--- src/rtl/tp_mon_pkg.sv ---
// tp_mon_pkg: stretcher state type and default STRETCH/CNT_W constants shared by tp_event_monitor and tp_stretch_ch
package tp_mon_pkg;
  typedef enum logic {IDLE, HOLD} st_e;
  localparam int STRETCH_DEF = 16;
  localparam int CNT_W_DEF = 16;
endpackage

--- src/rtl/tp_stretch_ch.sv ---
// tp_stretch_ch: one channel (clk, rst, evt, cnt_clr in; stretch, toggle, cnt, ovf out) with edge detect, retriggerable stretcher, toggle and saturating counter
module tp_stretch_ch
  import tp_mon_pkg::*;
#(
  parameter int STRETCH = STRETCH_DEF,
  parameter int CNT_W = CNT_W_DEF
) (
  input  logic             clk,
  input  logic             rst,
  input  logic             evt,
  input  logic             cnt_clr,
  output logic             stretch,
  output logic             toggle,
  output logic [CNT_W-1:0] cnt,
  output logic             ovf
);
  localparam int HW = $clog2(STRETCH);
  localparam logic [HW-1:0] RELOAD = HW'(STRETCH - 1);
  st_e state, state_n;
  logic [HW-1:0] hcnt, hcnt_n;
  logic evt_q, hit;
  assign hit = evt & ~evt_q;
  assign stretch = state == HOLD;
  always_comb begin
    state_n = hit ? HOLD : (state == HOLD && hcnt == '0) ? IDLE : state;
    hcnt_n = hit ? RELOAD : (state == HOLD && hcnt != '0) ? hcnt - 1'b1 : hcnt;
  end
  always_ff @(posedge clk) begin
    if (rst) begin
      state <= IDLE;
      hcnt <= '0;
      evt_q <= 1'b1;
      toggle <= 1'b0;
      cnt <= '0;
      ovf <= 1'b0;
    end else begin
      state <= state_n;
      hcnt <= hcnt_n;
      evt_q <= evt;
      toggle <= toggle ^ hit;
      if (cnt_clr) begin
        cnt <= '0;
        ovf <= 1'b0;
      end else if (hit) begin
        if (&cnt) ovf <= 1'b1;
        else cnt <= cnt + 1'b1;
      end
    end
  end
endmodule

--- src/rtl/tp_event_monitor.sv ---
// tp_event_monitor: per-channel test-point conditioning (CLK, RST, EVT_IN, CNT_CLR, SEL in; TP_STRETCH, TP_TOGGLE, CNT_OUT, OVF out) with registered counter readout
module tp_event_monitor
  import tp_mon_pkg::*;
#(
  parameter int NCH = 8,
  parameter int STRETCH = STRETCH_DEF,
  parameter int CNT_W = CNT_W_DEF
) (
  input  logic                   CLK,
  input  logic                   RST,
  input  logic [NCH-1:0]         EVT_IN,
  input  logic                   CNT_CLR,
  input  logic [$clog2(NCH)-1:0] SEL,
  output logic [NCH-1:0]         TP_STRETCH,
  output logic [NCH-1:0]         TP_TOGGLE,
  output logic [CNT_W-1:0]       CNT_OUT,
  output logic                   OVF
);
  logic [CNT_W-1:0] cnt [NCH];
  logic [NCH-1:0] ovf;
  logic sel_ok;
  assign sel_ok = int'(SEL) < NCH;
  for (genvar i = 0; i < NCH; i++) begin : g_ch
    tp_stretch_ch #(.STRETCH(STRETCH), .CNT_W(CNT_W)) u_ch (
      .clk(CLK),
      .rst(RST),
      .evt(EVT_IN[i]),
      .cnt_clr(CNT_CLR),
      .stretch(TP_STRETCH[i]),
      .toggle(TP_TOGGLE[i]),
      .cnt(cnt[i]),
      .ovf(ovf[i])
    );
  end
  always_ff @(posedge CLK) begin
    if (RST) begin
      CNT_OUT <= '0;
      OVF <= 1'b0;
    end else begin
      CNT_OUT <= sel_ok ? cnt[SEL] : '0;
      OVF <= sel_ok && ovf[SEL];
    end
  end
endmodule

--- config.mk ---
export PLATFORM = sky130hd
export DESIGN_NAME = tp_event_monitor
export DESIGN_NICKNAME = d
export VERILOG_FILES = /design/src/rtl/tp_mon_pkg.sv /design/src/rtl/tp_stretch_ch.sv /design/src/rtl/tp_event_monitor.sv
export SDC_FILE = /design/constraint.sdc
export NUM_CORES = 1
export LEC_CHECK = 0
export CAP_MARGIN = 20
export CORE_ASPECT_RATIO = 1.25
export CORE_UTILIZATION = 61
export CTS_BUF_LIST = sky130_fd_sc_hd__clkbuf_8 sky130_fd_sc_hd__clkbuf_16
export DETAILED_ROUTE_END_ITERATION = 10
export PLACE_DENSITY = 0.8
export SETUP_SLACK_MARGIN = 0.5
export SYNTH_ARGS = -nofsm -noshare
export SYNTH_HDL_FRONTEND = slang
export SYNTH_SLANG_ARGS = --single-unit
export TNS_END_PERCENT = 50
--- constraint.sdc ---
create_clock -name CLK -period 2.17 [get_ports CLK]
set_input_delay 0.217 -clock CLK [delete_from_list [all_inputs] [get_ports CLK]]
set_output_delay 0.217 -clock CLK [all_outputs]
set_load 0.01 [all_outputs]
==> flow_summary.yaml, run 1 <==
synthesis:
  synthArstFlopShare_pct: 0
  synth.avg_cell_area_um2: 9.09
  yosys_warnings: 0
  synth_edf_count: 0
  synthesis.nets: 1161
  yosysSeqAreaShare_pct: 40.7
  synth_cell_types: 62
  syn-cell-area_um2: 10300
  ys_ff_latch: 209
  syn_inst: 1131
  synth_ff_type: "dfxtp_1"
pwr:
  p_leak_uw: 0.00441
  ir_drop_mv: 0.597
  power.density_nw_per_um2: 673
global_routing:
  grt_max_degree: 67
  grt_util_all_layers_pct: 30.4
  grt_pass1_wl_mm: 42.6
  grtUsageMet2_pct: 50.5
  grt_use_met1_pct: 38.8
  grt.overflow.total: 0
  gr-max-usage-layer: "met2"
  antenna_found_initial: 1
  grt_pass1_vias: 8490
  grtUsageMet3_pct: 4.81
timing:
  post-route-min-period_ns: 1.71
  hold_violations: 0
  report.final.slew_viol_count: 0
  hold-worst-slack_ns: 0.191
  tightest_slew_ns: 0.592
  setup_viol: 0
  grt_setup_unrepaired: "yes"
  maxSlewHeadroom_pct: 60.2
  fmax_mhz: 586
  finalSetupTns_ns: 0
  skew_ns: 0.00888
  finalCritPeriodShare_pct: 78.6
floorplanning:
  start_util_pct: 63.0
  die_h_um: 147
  io_pins: 47
  rows: 52
  die-area_um2: 17400
  die_w_um: 118
  core_area_um2: 16300
critical_path:
  r2r_cells: 5
  timing.rr.end: "g_ch[1].u_ch.cnt[9]"
  crit_family: "simple AND/OR/NAND/NOR gates"
  cp_cell_sequence: "nand3_1 -> or3_4 -> nor4_1 -> xnor2_1 -> nor2_1"
  critical_path_class: "flop to flop"
  reg2reg_from: "g_ch[1].u_ch.cnt[2]"
  worst_setup_path_end_kind: "flop"
  cp_slowest_cell: "dfxtp_1"
  required_ns: 2.55
  cp_num_cells: 5
  cp.arrival_ns: 2.09
  crit_fanout: 7
  crit_end: "g_ch[1].u_ch.cnt[9]"
  max_stage_delay_ns: 0.44
  critPathBufInv: 0
  crit_path_start: "g_ch[1].u_ch.cnt[2]"
  r2r_slack_ns: 0.46
  setup.worst_path.start_class: "flop"
layout:
  stdcell_count: 1439
  fin_util_pct: 77.4
  antennaDiodeCount: 0
  drive_gt1_share_pct: 25.7
  fillers: 1029
  fin_nets: 1237
  syn_to_final_growth_pct: 22.9
cts:
  cts-buffers-inserted: 22
  clkLatencyLatePin_ns: 0.50
  clock_tree.root_cell: "clkbuf_16"
  cts_hold_buffers: 0
  cts_tree: "done"
  cts_max_level: 1
  clock_sinks: 209
  cts_buffer_depth: 3
  clk_pin_slew_ns: 0.06
drt:
  first_pass_iters: 5
  first_iter_violations: 880
  viasPerCell: 6.36
  vias: 9156
  routed_wl_mm: 27.8
  drcViolationCount: 0
  drtAntennaViolNets: 0
  wire_per_inst_um: 19.3
run_status:
  status: "finished clean"
placement:
  dp_cells: 1359
  hpwl_mm: 17.7
  numPortBuffers: 46
  gp_congestion: 0.904
flow_run:
  maxCapViolations: 0
worst_hold_path:
  min_path_type: "primary input to flop"
-- registers in the layout, indices dropped and copies added (netlist names) --
signal / cells
g_ch.u_ch.cnt: 128
g_ch.u_ch.hcnt: 32
CNT_OUT: 16
g_ch.u_ch.evt_q: 8
g_ch.u_ch.ovf: 8
g_ch.u_ch.stretch: 8
g_ch.u_ch.toggle: 8
OVF: 1
-- worst reg2reg max path, cell delays in order (launching register included) --
cell and delay (ns):
dfxtp_1 0.44, nand3_1 0.15, or3_4 0.42, nor4_1 0.32, xnor2_1 0.20, nor2_1 0.07
-- repair_timing --
item / 4_1_cts / 5_1_grt
endpoints found under the hold margin: 0 / 0
buffers inserted: 15 / 25
endpoints found under the setup margin: 75 / 127
gates resized for setup: 53 / 128
pin swaps: 10 / 26
-- cell type report --
type	count	area (µm²)	share of cell area [%]
clock buffers	26	617	4.88
well taps	216	270	2.14
repair buffers	115	1030	8.12
multi-input cells	826	6120	48.4
inverters	33	124	0.980
flip-flops and latches	209	4320	34.1
clock inverters	14	170	1.35
-- power by group --
part	total (µW)	switching, µW	internal [µW]
clock	4070	1570	2500
combinational	484	265	219
sequential	3950	61.3	3890
total	8500	1890	6610
-- cell usage in the layout, fill, tap and decap left out, types with 6 or more instances in the layout --
cell	n
nor2_1	152
dfxtp_1	136
a21oi_1	91
xnor2_1	73
nand2_1	64
buf_4	63
dfxtp_2	57
clkdlybuf4s50_1	44
nand3_1	39
inv_1	38
mux4_2	34
nand4_1	30
xor2_1	27
o21ai_0	25
nor3_1	23
clkbuf_16	23
mux2i_1	22
a31oi_1	17
nor4_1	17
dfxtp_4	16
and3_1	13
and4_1	12
nor3b_1	11
nand3_2	9
or2_2	9
nor3_2	8
ha_1	8
nor4_4	7
nor2b_1	7
nor4_2	7
a211oi_1	7
o2111ai_1	7
nand2b_1	6
or3_1	6
-- cell usage after synthesis (27+ instances only) --
master	count	area [µm²]
o21ai_0	27	135
nor3_1	28	140
nor2_1	157	589
inv_1	33	124
nand2_1	67	251
mux4_2	34	766
a21oi_1	93	465
nand4_1	30	188
xnor2_1	74	648
dfxtp_1	209	4180
nand3_1	47	235
xor2_1	27	236
clkbuf_1	31	116
-- per-layer routing --
metal	part of all wire (%)	up-vias
li1	-	4228
met1	40	4348
met2	48	476
met3	8.5	102
met4	4.1	2
met5	0.058	-
-- metrics by stage --
step / total power [µW] / cell area (µm²) / worst slack (ns)
finish: 8500 / 12600 / 0.464
global route: 8740 / 12600 / 0.364
CTS: 8510 / 12000 / 0.425
detailed placement: 4510 / 11000 / 0.166
global placement: 4490 / 11000 / 0.271
floorplan: 4370 / 10300 / 0.513
-- logic make-up (layout without fill, tap and decap cells) --
| logic type | count (synthesis) | count (layout) | share of synthesized area (%) |
|---|---|---|---|
| flip-flops | 209 | 209 | 40.7 |
| adder cells (fa/ha/maj) | 16 | 16 | 1.95 |
| multiplexers | 56 | 56 | 9.59 |
| buffers and inverters | 96 | 188 | 4.25 |
| AND/OR/NAND/NOR | 473 | 473 | 24.6 |
| AO/OA/AOI/OAI | 180 | 180 | 10.3 |
| XOR/XNOR | 101 | 101 | 8.60 |
-- how the worst min path moves through the flow --
stage                           from                   to  cells after the start
floorplan                  EVT_IN[0]   g_ch[0].u_ch.evt_q                      1
global placement    g_ch[1].u_ch.ovf     g_ch[1].u_ch.ovf                      2
detailed placement  g_ch[5].u_ch.ovf     g_ch[5].u_ch.ovf                      2
CTS                              RST  g_ch[0].u_ch.toggle                      3
global route                     RST  g_ch[3].u_ch.toggle                      3
finish                           RST  g_ch[4].u_ch.cnt[0]                      4
(Power assumes the default switching activity.)
==> inputs of run 2 (changes only) <==
clock period = 1.6 ns   (was 2.17 ns; I/O delays follow)
==> flow_summary.yaml, run 2 <==
cts:
  cts_max_level: 1
  clock_sinks: 209
  clock_tree.root_cell: "clkbuf_16"
  cts_buffer_depth: 3
  cts-buffers-inserted: 21
  cts_hold_buffers: 0
floorplanning:
  die_h_um: 147
  die_w_um: 118
  rows: 52
  io_pins: 47
  start_util_pct: 63.0
synthesis:
  synth.avg_cell_area_um2: 9.09
  synthArstFlopShare_pct: 0
  ys_ff_latch: 209
  synth_cell_types: 62
  synthesis.nets: 1161
  yosysSeqAreaShare_pct: 40.7
  synth_ff_type: "dfxtp_1"
  yosysTopAreaCellShare_pct: 40.7
  yosysMostFrequentCell: "dfxtp_1"
  synth.top_cells.by_area: "dfxtp_1 (41%), mux4_2 (7.4%), xnor2_1 (6.3%)"
  yosysTopAreaCell: "dfxtp_1"
  synth_common_cells: "dfxtp_1 (209), nor2_1 (157), a21oi_1 (93)"
  yosys_warnings: 0
  syn_inst: 1131
  syn-cell-area_um2: 10300
  synth_edf_count: 0
placement:
  postPlaceCellArea_um2: 12900
  numPortBuffers: 46
  gp_congestion: 0.961
  place_ws_ns: -0.276
  hpwl_mm: 20.9
  dp_cells: 1508
global_routing:
  grt_max_degree: 54
timing:
  grt-worst-endpoint: "g_ch[0].u_ch.cnt[14]$_SDFFE_PP0P_/D"
  endpoint_type: "sequential cell input"
run_status:
  status: "stopped before the end"
  error_line: "[ERROR DPL-0038] Utilization greater than 100%, impossible to legalize"
  haltStage: "global routing (5_1_grt)"
## run 2: cell counts after synthesis
Identical to the previous run, type by type.
## run 2: repair_timing
action,4_1_cts
endpoints found under the setup margin,225
gates resized for setup,434
pin swaps,119
setup buffers,118
## run 2: logic make-up after synthesis
family | after synthesis | share of synthesized area [%]
mux | 56 | 9.59
flops | 209 | 40.7
xor+xnor | 101 | 8.60
fa+ha+maj | 16 | 1.95
compound gates | 180 | 10.3
simple gates | 473 | 24.6
buf+inv | 96 | 4.25
## run 2: through the flow
step                      hold slack [ns]  setup TNS [ns]  util, %
after detailed placement            0.460           -7.22     79.2
after floorplan                     0.267               0        -
after global placement              0.451           -4.59     79.2
after CTS                           0.153               0     94.9
==> inputs of run 3 (changes only) <==
CORE_ASPECT_RATIO = not set   (was 1.25)
CORE_UTILIZATION = 40   (was 61)
CTS_BUF_LIST = not set   (was sky130_fd_sc_hd__clkbuf_8 sky130_fd_sc_hd__clkbuf_16)
PLACE_DENSITY = not set   (was 0.8)
PLACE_DENSITY_LB_ADDON = 0.15   (was not set)
SETUP_SLACK_MARGIN = not set   (was 0.5)
==> flow_summary.yaml, run 3 (same netlist as run 1, synthesis figures left out) <==
timing:
  tightest_slew_ns: 0.502
  fin_ws_ns: -0.0269
  grt_setup_unrepaired: "yes"
  post-route-min-period_ns: 1.63
  report.final.slew_viol_count: 0
  fmax_mhz: 615
  hold_violations: 0
  setup_viol: 7
  finalSetupTns_ns: -0.0847
  finalCritPeriodShare_pct: 102
  skew_ns: 0.0157
  maxSlewHeadroom_pct: 66.5
critical_path:
  critical_path_class: "flop to flop"
  cp.arrival_ns: 2.03
  crit_fanout: 6
  r2r_cells: 6
  setup.worst_path.start_class: "flop"
  required_ns: 2.00
  cp_slowest_cell: "or4_4"
  cp_cell_sequence: "ha_4 -> nand3_4 -> or4_4 -> nor4b_1 -> xnor2_1 -> nor2_1"
  max_stage_delay_ns: 0.57
  critPathBufInv: 0
  worst_setup_path_end_kind: "flop"
  cp_num_cells: 6
  crit_family: "simple AND/OR/NAND/NOR gates"
floorplanning:
  rows: 58
  core_area_um2: 25200
  die_h_um: 162
  die_w_um: 162
  io_pins: 47
  die-area_um2: 26300
  start_util_pct: 40.8
global_routing:
  grt.overflow.total: 0
  grt_pass1_vias: 8548
  grt_pass1_wl_mm: 46.0
  grt_max_degree: 44
  antenna_found_initial: 0
  grt_util_all_layers_pct: 22.2
pwr:
  total_power_uw: 11100
  ir_drop_mv: 0.665
  p_leak_uw: 0.00546
  power.density_nw_per_um2: 780
worst_hold_path:
  hold-path-cell-count: 4
  min_path_type: "primary input to flop"
drt:
  drtAntennaViolNets: 0
  viasPerCell: 5.35
  first_pass_iters: 4
  drcViolationCount: 0
  routed_wl_mm: 29.9
  vias: 9354
  first_iter_violations: 649
  wire_per_inst_um: 17.1
placement:
  gp_congestion: 0.927
  hpwl_mm: 21.8
  numPortBuffers: 46
layout:
  final_cell_mix: "buf_4 (246), dfxtp_1 (177), nor2_1 (153), a21oi_1 (89), xnor2_1 (71)"
  largest_reg_flops: 128
  largest_register: "g_ch.u_ch.cnt"
  drive_gt1_share_pct: 33.5
  fin_nets: 1433
  fillers: 2284
  antennaDiodeCount: 0
  syn_to_final_growth_pct: 38.0
  layout_commonest_cell: "buf_4"
  multi_input_area_um2: 6190
  reg_top3: "g_ch.u_ch.cnt x128, g_ch.u_ch.hcnt x32, CNT_OUT x16"
  seq_area_um2: 4230
cts:
  cts_max_level: 1
  cts-buffers-inserted: 25
  cts_tree: "done"
  clkLatencyLatePin_ns: 0.52
  cts_hold_buffers: 0
  clock_sinks: 209
  clk_pin_slew_ns: 0.05
  cts_buffer_depth: 3
  clock_tree.root_cell: "clkbuf_16"
flow_run:
  maxCapViolations: 0
run_status:
  failed_checks: "negative setup slack"
  status: "complete, but fails checks"
==> run 3: power breakdown <==
group	total [µW]	internal [µW]	switching (µW)	leakage, µW
Sequential	5380	5300	72.3	0.00171
Combinational	723	349	373	0.00342
Clock	4970	2870	2110	0.000335
Total	11100	8520	2550	0.00546
==> run 3: final timing paths <==
kind,startpoint,end,slack [ns]
setup / recovery,g_ch[7].u_ch.cnt[1],g_ch[7].u_ch.cnt[11],-0.03
hold / removal,RST,g_ch[4].u_ch.cnt[0],0.14
setup reg to reg,g_ch[7].u_ch.cnt[1],g_ch[7].u_ch.cnt[11],-0.03
hold reg to reg,g_ch[4].u_ch.ovf,g_ch[4].u_ch.ovf,0.47
==> run 3: repair_timing <==
action / CTS / global route
pin swaps: 5 / 55
buffers inserted: 3 / 14
gates resized for setup: 24 / 131
endpoints found under the setup margin: 27 / 96
gates cloned: 0 / 0
==> run 3: cell type report <==
type | instances | area share, %
clock inverter | 3 | 0.106
tap | 330 | 2.91
timing repair buffer | 308 | 18.0
inverter | 33 | 0.873
multi-input combinational | 826 | 43.6
clock buffer | 38 | 4.75
sequential | 209 | 29.8
==> run 3: through the flow <==
step	cells	utilization, %	instance area (µm²)	setup WS (ns)	hold slack, ns
after detailed placement	1690	50.7	12800	-0.264	0.459
after floorplan	1131	-	10300	0.0197	0.267
after CTS	1734	53.7	13500	-0.0107	0.139
final	1747	56.4	14200	-0.0269	0.140
after global placement	1690	50.7	12800	-0.245	0.454
after global routing	1747	56.4	14200	-0.101	0.145
==> run 3: tightest hold or removal path, cell delays in order <==
cell and delay, ns:
buf_2 0.12, or2_4 0.16, or4_1 0.11, o21ai_1 0.05
==> run 3: layer usage <==
layer  routed length, µm  global-route usage (%)
met5                   0                       0
met4                 557                    5.27
met3                1770                    3.12
met2               13300                    33.8
met1               14400                    32.7
==> inputs of run 4 (changes only) <==
CORE_MARGIN = 2   (was not set)
PLACE_DENSITY = 0.54   (was not set)
PLACE_DENSITY_LB_ADDON = not set   (was 0.15)
==> flow_summary.yaml, run 4 (same netlist as run 1, synthesis figures left out) <==
timing:
  report.final.slew_viol_count: 0
  skew_ns: 0.00953
  fin_ws_ns: -0.00730
  grt_setup_unrepaired: "yes"
  finalCritPeriodShare_pct: 100
  tightest_slew_ns: 0.389
  fmax_mhz: 622
  post-route-min-period_ns: 1.61
  hold_violations: 0
  hold-worst-slack_ns: 0.161
  maxSlewHeadroom_pct: 74.1
  finalSetupTns_ns: -0.00730
  setup_viol: 1
critical_path:
  max_stage_delay_ns: 0.40
  crit_path_start: "g_ch[0].u_ch.cnt[1]"
  cp_slowest_cell: "nor4_4"
  crit_fanout: 4
  required_ns: 2.01
  cp.arrival_ns: 2.02
  cp_cell_sequence: "ha_4 -> nand2_4 -> nor4_4 -> a211oi_2 -> buf_4 -> a31o_2"
  critical_path_class: "flop to flop"
  setup.worst_path.start_class: "flop"
  reg2reg_from: "g_ch[0].u_ch.cnt[1]"
  critPathBufInv: 1
  worst_setup_path_end_kind: "flop"
  crit_family: "simple AND/OR/NAND/NOR gates"
layout:
  largest_register: "g_ch.u_ch.cnt"
  fin_util_pct: 55.8
  fin_nets: 1412
  antennaDiodeCount: 0
  syn_to_final_growth_pct: 36.6
  final_cell_mix: "buf_4 (230), dfxtp_1 (169), nor2_1 (151), a21oi_1 (92), xnor2_1 (72)"
  layout_commonest_cell: "buf_4"
  largest_reg_flops: 128
  reg_top3: "g_ch.u_ch.cnt x128, g_ch.u_ch.hcnt x32, CNT_OUT x16"
  drive_gt1_share_pct: 32.8
global_routing:
  gr-max-usage-layer: "met2"
  grt_max_degree: 74
  grt_pass1_wl_mm: 46.2
  grt_util_all_layers_pct: 21.6
  grtUsageMet2_pct: 33.2
  antenna_found_initial: 0
  grt_use_met1_pct: 31.9
  grt_pass1_vias: 8670
  grt.overflow.total: 0
  grtUsageMet3_pct: 3.13
worst_hold_path:
  min_path_type: "primary input to flop"
  hold_path_startpoint: "RST"
placement:
  hpwl_mm: 21.0
  numPortBuffers: 46
  place_ws_ns: -0.250
  gp_congestion: 0.877
drt:
  wire_per_inst_um: 17.0
  drtAntennaViolNets: 0
  first_pass_iters: 5
  drcViolationCount: 0
  vias: 9169
  viasPerCell: 5.31
  first_iter_violations: 726
  routed_wl_mm: 29.3
flow_run:
  maxCapViolations: 0
floorplanning:
  core_area_um2: 25200
  start_util_pct: 40.8
  die-area_um2: 27000
  rows: 58
  die_w_um: 164
  die_h_um: 164
  io_pins: 47
cts:
  cts-buffers-inserted: 25
  cts_tree: "done"
  cts_max_level: 1
  clkLatencyLatePin_ns: 0.52
  clock_tree.root_cell: "clkbuf_16"
  cts_buffer_depth: 3
  clk_pin_slew_ns: 0.06
  clock_sinks: 209
run_status:
  failed_checks: "negative setup slack"
  status: "complete, but fails checks"
pwr:
  total_power_uw: 11200
  p_leak_uw: 0.00540
  power.density_nw_per_um2: 798
  ir_drop_mv: 0.611
==> run 4: worst register-to-register path, stage by stage (launching register included) <==
cell and delay, ns:
dfxtp_2 0.35, ha_4 0.17, nand2_4 0.06, nor4_4 0.40, a211oi_2 0.13, buf_4 0.16
a31o_2 0.22
==> run 4: final timing paths <==
path / to / slack (ns) / cells after the start
worst min-delay path: g_ch[1].u_ch.cnt[3] / 0.16 / 5
worst max-delay path: g_ch[0].u_ch.cnt[6] / -0.007 / 6
worst min register to register: g_ch[3].u_ch.ovf / 0.46 / 2
worst max register to register: g_ch[0].u_ch.cnt[6] / -0.007 / 6
==> run 4: what timing repair did <==
| item | in CTS | in global routing |
|---|---|---|
| buffers inserted | 1 | 13 |
| pin swaps | 6 | 36 |
| setup endpoints to repair | 26 | 106 |
| hold buffers | 0 | 0 |
| gates resized for setup | 27 | 132 |
==> run 4: power breakdown <==
| part | switching (µW) | internal, µW | total (µW) | leakage [µW] |
|---|---|---|---|---|
| logic | 362 | 323 | 685 | 0.00334 |
| clock network | 2170 | 2980 | 5150 | 0.000347 |
| registers | 72.8 | 5300 | 5370 | 0.00171 |
| total | 2600 | 8610 | 11200 | 0.00540 |
==> run 4: cell type report <==
| cell class | instances | area [µm²] |
|---|---|---|
| flip-flops and latches | 209 | 4240 |
| well taps | 330 | 413 |
| clock inverters | 2 | 13.8 |
| inverters | 33 | 124 |
| multi-input cells | 826 | 6180 |
| fillers | 2238 | 11100 |
| repair buffers | 287 | 2370 |
| clock buffers | 41 | 706 |
==> run 4: layer usage <==
metal / up-vias / wire [µm]
met5: - / 0
li1: 4565 / -
met3: 38 / 1470
met2: 218 / 12900
met1: 4348 / 14400
met4: 0 / 537
==> run 4: per-stage QoR <==
step	cells	area (µm²)
4_1_cts	1716	13400
3_5_place_dp	1672	12600
5_1_grt	1728	14000
3_3_place_gp	1672	12600
6_report	1728	14000
2_1_floorplan	1131	10300
==> patch 1 (settings of run 3) <==
Register the inputs `EVT_IN`, `CNT_CLR` and `SEL` before use, without a reset. The logic sees them one clock later. Comments in the files are not updated.
--- a/src/rtl/tp_event_monitor.sv
+++ b/src/rtl/tp_event_monitor.sv
@@ -16,16 +16,27 @@
   output logic [CNT_W-1:0]       CNT_OUT,
   output logic                   OVF
 );
+
+  logic [NCH-1:0] EVT_IN_q;
+  logic CNT_CLR_q;
+  logic [$clog2(NCH)-1:0] SEL_q;
+
+  always_ff @(posedge CLK) begin
+    EVT_IN_q  <= EVT_IN;
+    CNT_CLR_q <= CNT_CLR;
+    SEL_q     <= SEL;
+  end
+
   logic [CNT_W-1:0] cnt [NCH];
   logic [NCH-1:0] ovf;
   logic sel_ok;
-  assign sel_ok = int'(SEL) < NCH;
+  assign sel_ok = int'(SEL_q) < NCH;
   for (genvar i = 0; i < NCH; i++) begin : g_ch
     tp_stretch_ch #(.STRETCH(STRETCH), .CNT_W(CNT_W)) u_ch (
       .clk(CLK),
       .rst(RST),
-      .evt(EVT_IN[i]),
-      .cnt_clr(CNT_CLR),
+      .evt(EVT_IN_q[i]),
+      .cnt_clr(CNT_CLR_q),
       .stretch(TP_STRETCH[i]),
       .toggle(TP_TOGGLE[i]),
       .cnt(cnt[i]),
@@ -37,8 +48,8 @@
       CNT_OUT <= '0;
       OVF <= 1'b0;
     end else begin
-      CNT_OUT <= sel_ok ? cnt[SEL] : '0;
-      OVF <= sel_ok && ovf[SEL];
+      CNT_OUT <= sel_ok ? cnt[SEL_q] : '0;
+      OVF <= sel_ok && ovf[SEL_q];
     end
   end
 endmodule
Formal check against the unedited RTL: not equivalent (a bounded check fails within 4 cycles, from zero or initial values and one cycle with RST high).
==> patch 1 against run 3 <==
- the flow finishes with violations (DRC, setup timing)
- cell area up 7.9%
- total power rose by 8.5%
- die area rose by 5.3%
- area after synthesis rose by 5.3%
- routed wire length increased by 4.8%
- setup slack lost 18 ps
- sequential cell count increased by 12
- largest cell class unchanged
- final cell count is 3.4% higher
- sequential share of layout area decreased by 0.31 points
- combinational power is 2.9% higher
==> patch 1: results (changes against run 3) <==
| Metric | Value |
|---|---|
| Status | `finished with violations` |
| Failing checks | `DRC, setup timing` |
| Iter 0 DRT Violations | `699 (+7.7%)` |
| Gr usage total | `22.1% (-0.069 points)` |
| Final WS setup | `-45.3 ps (-18.5 ps)` |
| Worst stage delay on the critical path | `550 ps (-20 ps)` |
| Post-Place Cells | `1725 (+2.1%)` |
| Reg2reg setup slack | `-50 ps (-20 ps)` |
| Vias/cell | `5.68 (+6.0%)` |
| Library cells used by synthesis | `61 (-1.6%)` |
| Post-DP HPWL | `22100 µm (+1.2%)` |
| Setup TNS | `-161 ps (-76.3 ps)` |
| First-pass GRT wire length | `50100 µm (+8.9%)` |
| Worst-case reg-to-reg path depth | `4 (-2)` |
| Share of cells above drive strength 1 | `38.2% (+4.7 points)` |
| Worst path arrival time | `2110 ps (+80 ps)` |
| Max IR drop VDD | `0.000670 V (+0.69%)` |
| Max Clock Skew | `8.25 ps (-7.50 ps)` |
| Via count | `10.3k (+9.7%)` |
| Fill count | `2328 (+1.9%)` |
| Worst slew pin tran | `417 ps (-84.9 ps)` |
| Area contributors post-synth | `dfxtp_1, mux4_2, a21oi_1, o31ai_1, mux2i_1` |
| Reg-to-Reg Start | `g_ch[6].u_ch.cnt[3]` |
| Final setup vio count | `8 (+1)` |
| DRC viols | `3 (+3)` |
| Hold Path Origin | `SEL[0]` |
| Worst hold endpoint | `SEL_q[0]` |
| # nets final | `1486 (+3.7%)` |
| Ranking of synthesized cells by instance count | `dfxtp_1, a21oi_1, nand2_1` |
| Hold Path Stages | `1 (-3)` |
-- patch 1: where the power goes --
group | switching [mW] | total (mW) | internal [mW]
logic | 0.380 | 0.744 | 0.364
clock network | 2.27 | 5.57 | 3.29
registers | 0.0947 | 5.70 | 5.60
-- patch 1: how the worst max path moves through the flow --
| stage | from | to | depth (start not counted) |
|---|---|---|---|
| floorplan | g_ch[2].u_ch.evt_q | g_ch[2].u_ch.cnt[14] | 6 |
| global placement | g_ch[6].u_ch.cnt[0] | g_ch[6].u_ch.cnt[11] | 4 |
| detailed placement | g_ch[6].u_ch.cnt[0] | g_ch[6].u_ch.cnt[9] | 4 |
| CTS | g_ch[6].u_ch.cnt[0] | g_ch[6].u_ch.cnt[13] | 4 |
| global route | g_ch[6].u_ch.cnt[1] | g_ch[6].u_ch.cnt[13] | 4 |
| finish | g_ch[6].u_ch.cnt[3] | g_ch[6].u_ch.cnt[13] | 4 |
-- patch 1: worst max-delay path, delay by kind of cell (launching register included) --
family / cells / cell delay, ps
DFF: 1 / 330
AOI/OAI and AO/OA: 1 / 120
and+or+nand+nor: 3 / 1140
-- patch 1: area by class of cell --
cell class / instances / area [µm²] / share of cell area, %
multi-input combinational: 832 / 6620 / 43.2
sequential: 221 / 4510 / 29.5
timing repair buffer: 336 / 2820 / 18.4
clock buffer: 40 / 774 / 5.06
tap: 335 / 419 / 2.74
inverter: 39 / 149 / 0.972
clock inverter: 4 / 22.5 / 0.147
-- patch 1: per-stage QoR --
stage | area [µm²] | worst slack [ps]
6_report | 15300 | -45.3
5_1_grt | 15300 | -104
3_3_place_gp | 13400 | -116
3_5_place_dp | 13400 | -186
4_1_cts | 14600 | -55.7
2_1_floorplan | 10900 | -116
-- patch 1: repair_timing --
action,4_1_cts,5_1_grt
resized for setup,69,158
endpoints found under the setup margin,71,113
pin swaps,36,67
setup buffers,19,18
hold buffers,1,0
gates cloned,1,2
hold endpoints to repair,1,0
-- patch 1: cell families after synthesis --
group                    Yosys count  share of synthesized area (%)
adder cells (fa/ha/maj)           16                           1.85
buffers and inverters            111                           4.69
multiplexers                      76                           11.1
AND/OR/NAND/NOR                  439                           23.9
XOR/XNOR                          27                           2.18
flip-flops                       221                           40.9
AO/OA/AOI/OAI                    274                           15.4
-- patch 1: per-layer routing --
metal	GRT usage [%]	vias up	wire (µm)
li1	-	5045	-
met3	2.97	42	1820
met5	0	-	0
met1	31.3	4920	14800
met2	35.4	250	14200
met4	5.64	0	532
==> patch 2 (flow settings as in run 3) <==
Without the edit above. `NCH`: 8 -> 16.
--- a/src/rtl/tp_event_monitor.sv
+++ b/src/rtl/tp_event_monitor.sv
@@ -2,7 +2,7 @@
 module tp_event_monitor
   import tp_mon_pkg::*;
 #(
-  parameter int NCH = 8,
+  parameter int NCH = 16,
   parameter int STRETCH = STRETCH_DEF,
   parameter int CNT_W = CNT_W_DEF
 ) (
Interface: changed (resized EVT_IN, SEL, TP_STRETCH and TP_TOGGLE); port bits go from 47 to 72. The function was not compared with the original's and may differ.
==> patch 2 against run 3 <==
- the flow still finishes with violations (setup timing)
- area after synthesis increased by 100%
- largest power group is now clock
- setup slack worse by 130 ps
- total power is 110% higher
- clock skew down 0.91 ps
- routed wire length up 140%
- cell area up 120%
- first-iteration DRC count rose by 150%
- final cell count increased by 110%
- sequential cell count up 192
- critical path depth is 1 lower
- count of clock-buffer cells in the layout increased by 36
==> patch 2: results (changes against run 3) <==
| Metric | Value |
|---|---|
| Largest net degree at the start of global routing | `77 (+75%)` |
| Initial antenna violation count | `1 (+1)` |
| Post-Place Cells | `3517 (+110%)` |
| Cts bufs inserted | `48 (+92%)` |
| Status | `finished with violations` |
| Syn_nets | `2408 (+110%)` |
| Post-DP HPWL | `51500 µm (+140%)` |
| Sequential group power | `10.3 mW (+91%)` |
| First-pass GRT wire length | `110000 µm (+140%)` |
| Vias in the first global route | `20.6k (+140%)` |
| Placed Instance Area | `26500 µm² (+110%)` |
| Max IR drop VDD | `0.000704 V (+5.8%)` |
| Sink Count | `401 (+92%)` |
| Final WS setup | `-157 ps (-130 ps)` |
| Final WL | `72300 µm (+140%)` |
| Ranking of synthesized cells by instance count | `dfxtp_1, a21oi_1, nand2_1` |
| Relative slew margins | `60.0% (-6.5 points)` |
| Pleak | `11.6 nW (+110%)` |
| Reg-to-Reg Start | `g_ch[15].u_ch.cnt[0]` |
| Gr usage total | `25.8% (+3.6 points)` |
| Share of cells above drive strength 1 | `42.2% (+8.7 points)` |
| Sw Share | `24.3% (+1.2 points)` |
| Setup TNS | `-2330 ps (-2240 ps)` |
| Hold Path Origin | `SEL[1]` |
| Buffers on Ports | `71 (+54%)` |
| Critical-path maximum fanout | `5 (-1)` |
| Failing checks | `setup timing` |
| GPL Wtd Cong | `0.950 (+2.5%)` |
| # nets final | `3048 (+110%)` |
| Vias/cell | `5.83 (+8.9%)` |
| Area contributors post-synth | `dfxtp_1, a21oi_1, mux4_2, o31ai_1, or4_1` |
| Sequential-to-total area share from yosys stat | `38.3% (-2.4 points)` |
| Library cells used by synthesis | `74 (+19%)` |
| Max Clock Skew | `14.8 ps (-0.910 ps)` |
| Reg2reg end | `g_ch[15].u_ch.cnt[14]` |
| Final setup vio count | `52 (+45)` |
| Fill count | `4334 (+90%)` |
| Total power | `23.1 mW (+110%)` |
| Worst path arrival time | `2240 ps (+210 ps)` |
==> patch 2: cell types whose count changed in the layout (fill, tap and decap cells not counted), sizes merged, moves of 43 or more <==
cell          run 3  this run
o31ai             8        95
nand2            68       132
nand3            49        92
a21oi            93       247
dfxtp           209       401
inv              33        86
nor2            158        89
xnor2            74        31
or3              10        83
or4               3        73
buf             264       681
==> patch 2: repair_timing <==
action                                  CTS  global route
endpoints found under the setup margin  191           236
buffers inserted                         34            74
gates resized for setup                 224           390
hold endpoints to repair                  1             0
pin swaps                                76           156
cloned                                    2             7
hold buffers                              1             0
==> patch 2: worst max-delay path, stage by stage, from the launching register on <==
cell      delay, ps
dfxtp_2         350
ha_4            140
nand4b_1        130
or3_4           390
or4_1           460
and3_1          180
==> patch 2: layout make-up <==
cell class                 instances  share of cell area (%)
antenna                            1                 0.00810
clock buffer                      74                    4.79
clock inverter                    14                   0.344
inverter                          83                    1.01
multi-input combinational       1708                    44.1
sequential                       401                    26.9
tap                              680                    2.75
timing repair buffer             751                    20.1
==> patch 2: cells by family (layout without fill, tap and decap cells) <==
group,after synthesis,count (layout),share of synthesized area (%)
simple gates,857,858,23.5
fa+ha+maj,32,32,1.91
mux,124,124,8.81
other cells,0,1,0
xor+xnor,55,55,2.30
buf+inv,245,922,5.37
compound gates,639,639,19.9
flops,401,401,38.3
==> patch 2: metal layers <==
layer / GRT usage [%] / up-vias / wire length (µm) / share of wire, %
met5: 0 / - / 0 / 0
met4: 8.98 / 0 / 2120 / 2.9
met3: 3.52 / 129 / 3630 / 5.0
met2: 43.0 / 506 / 34500 / 48
met1: 33.9 / 10600 / 32000 / 44
li1: - / 10400 / - / -
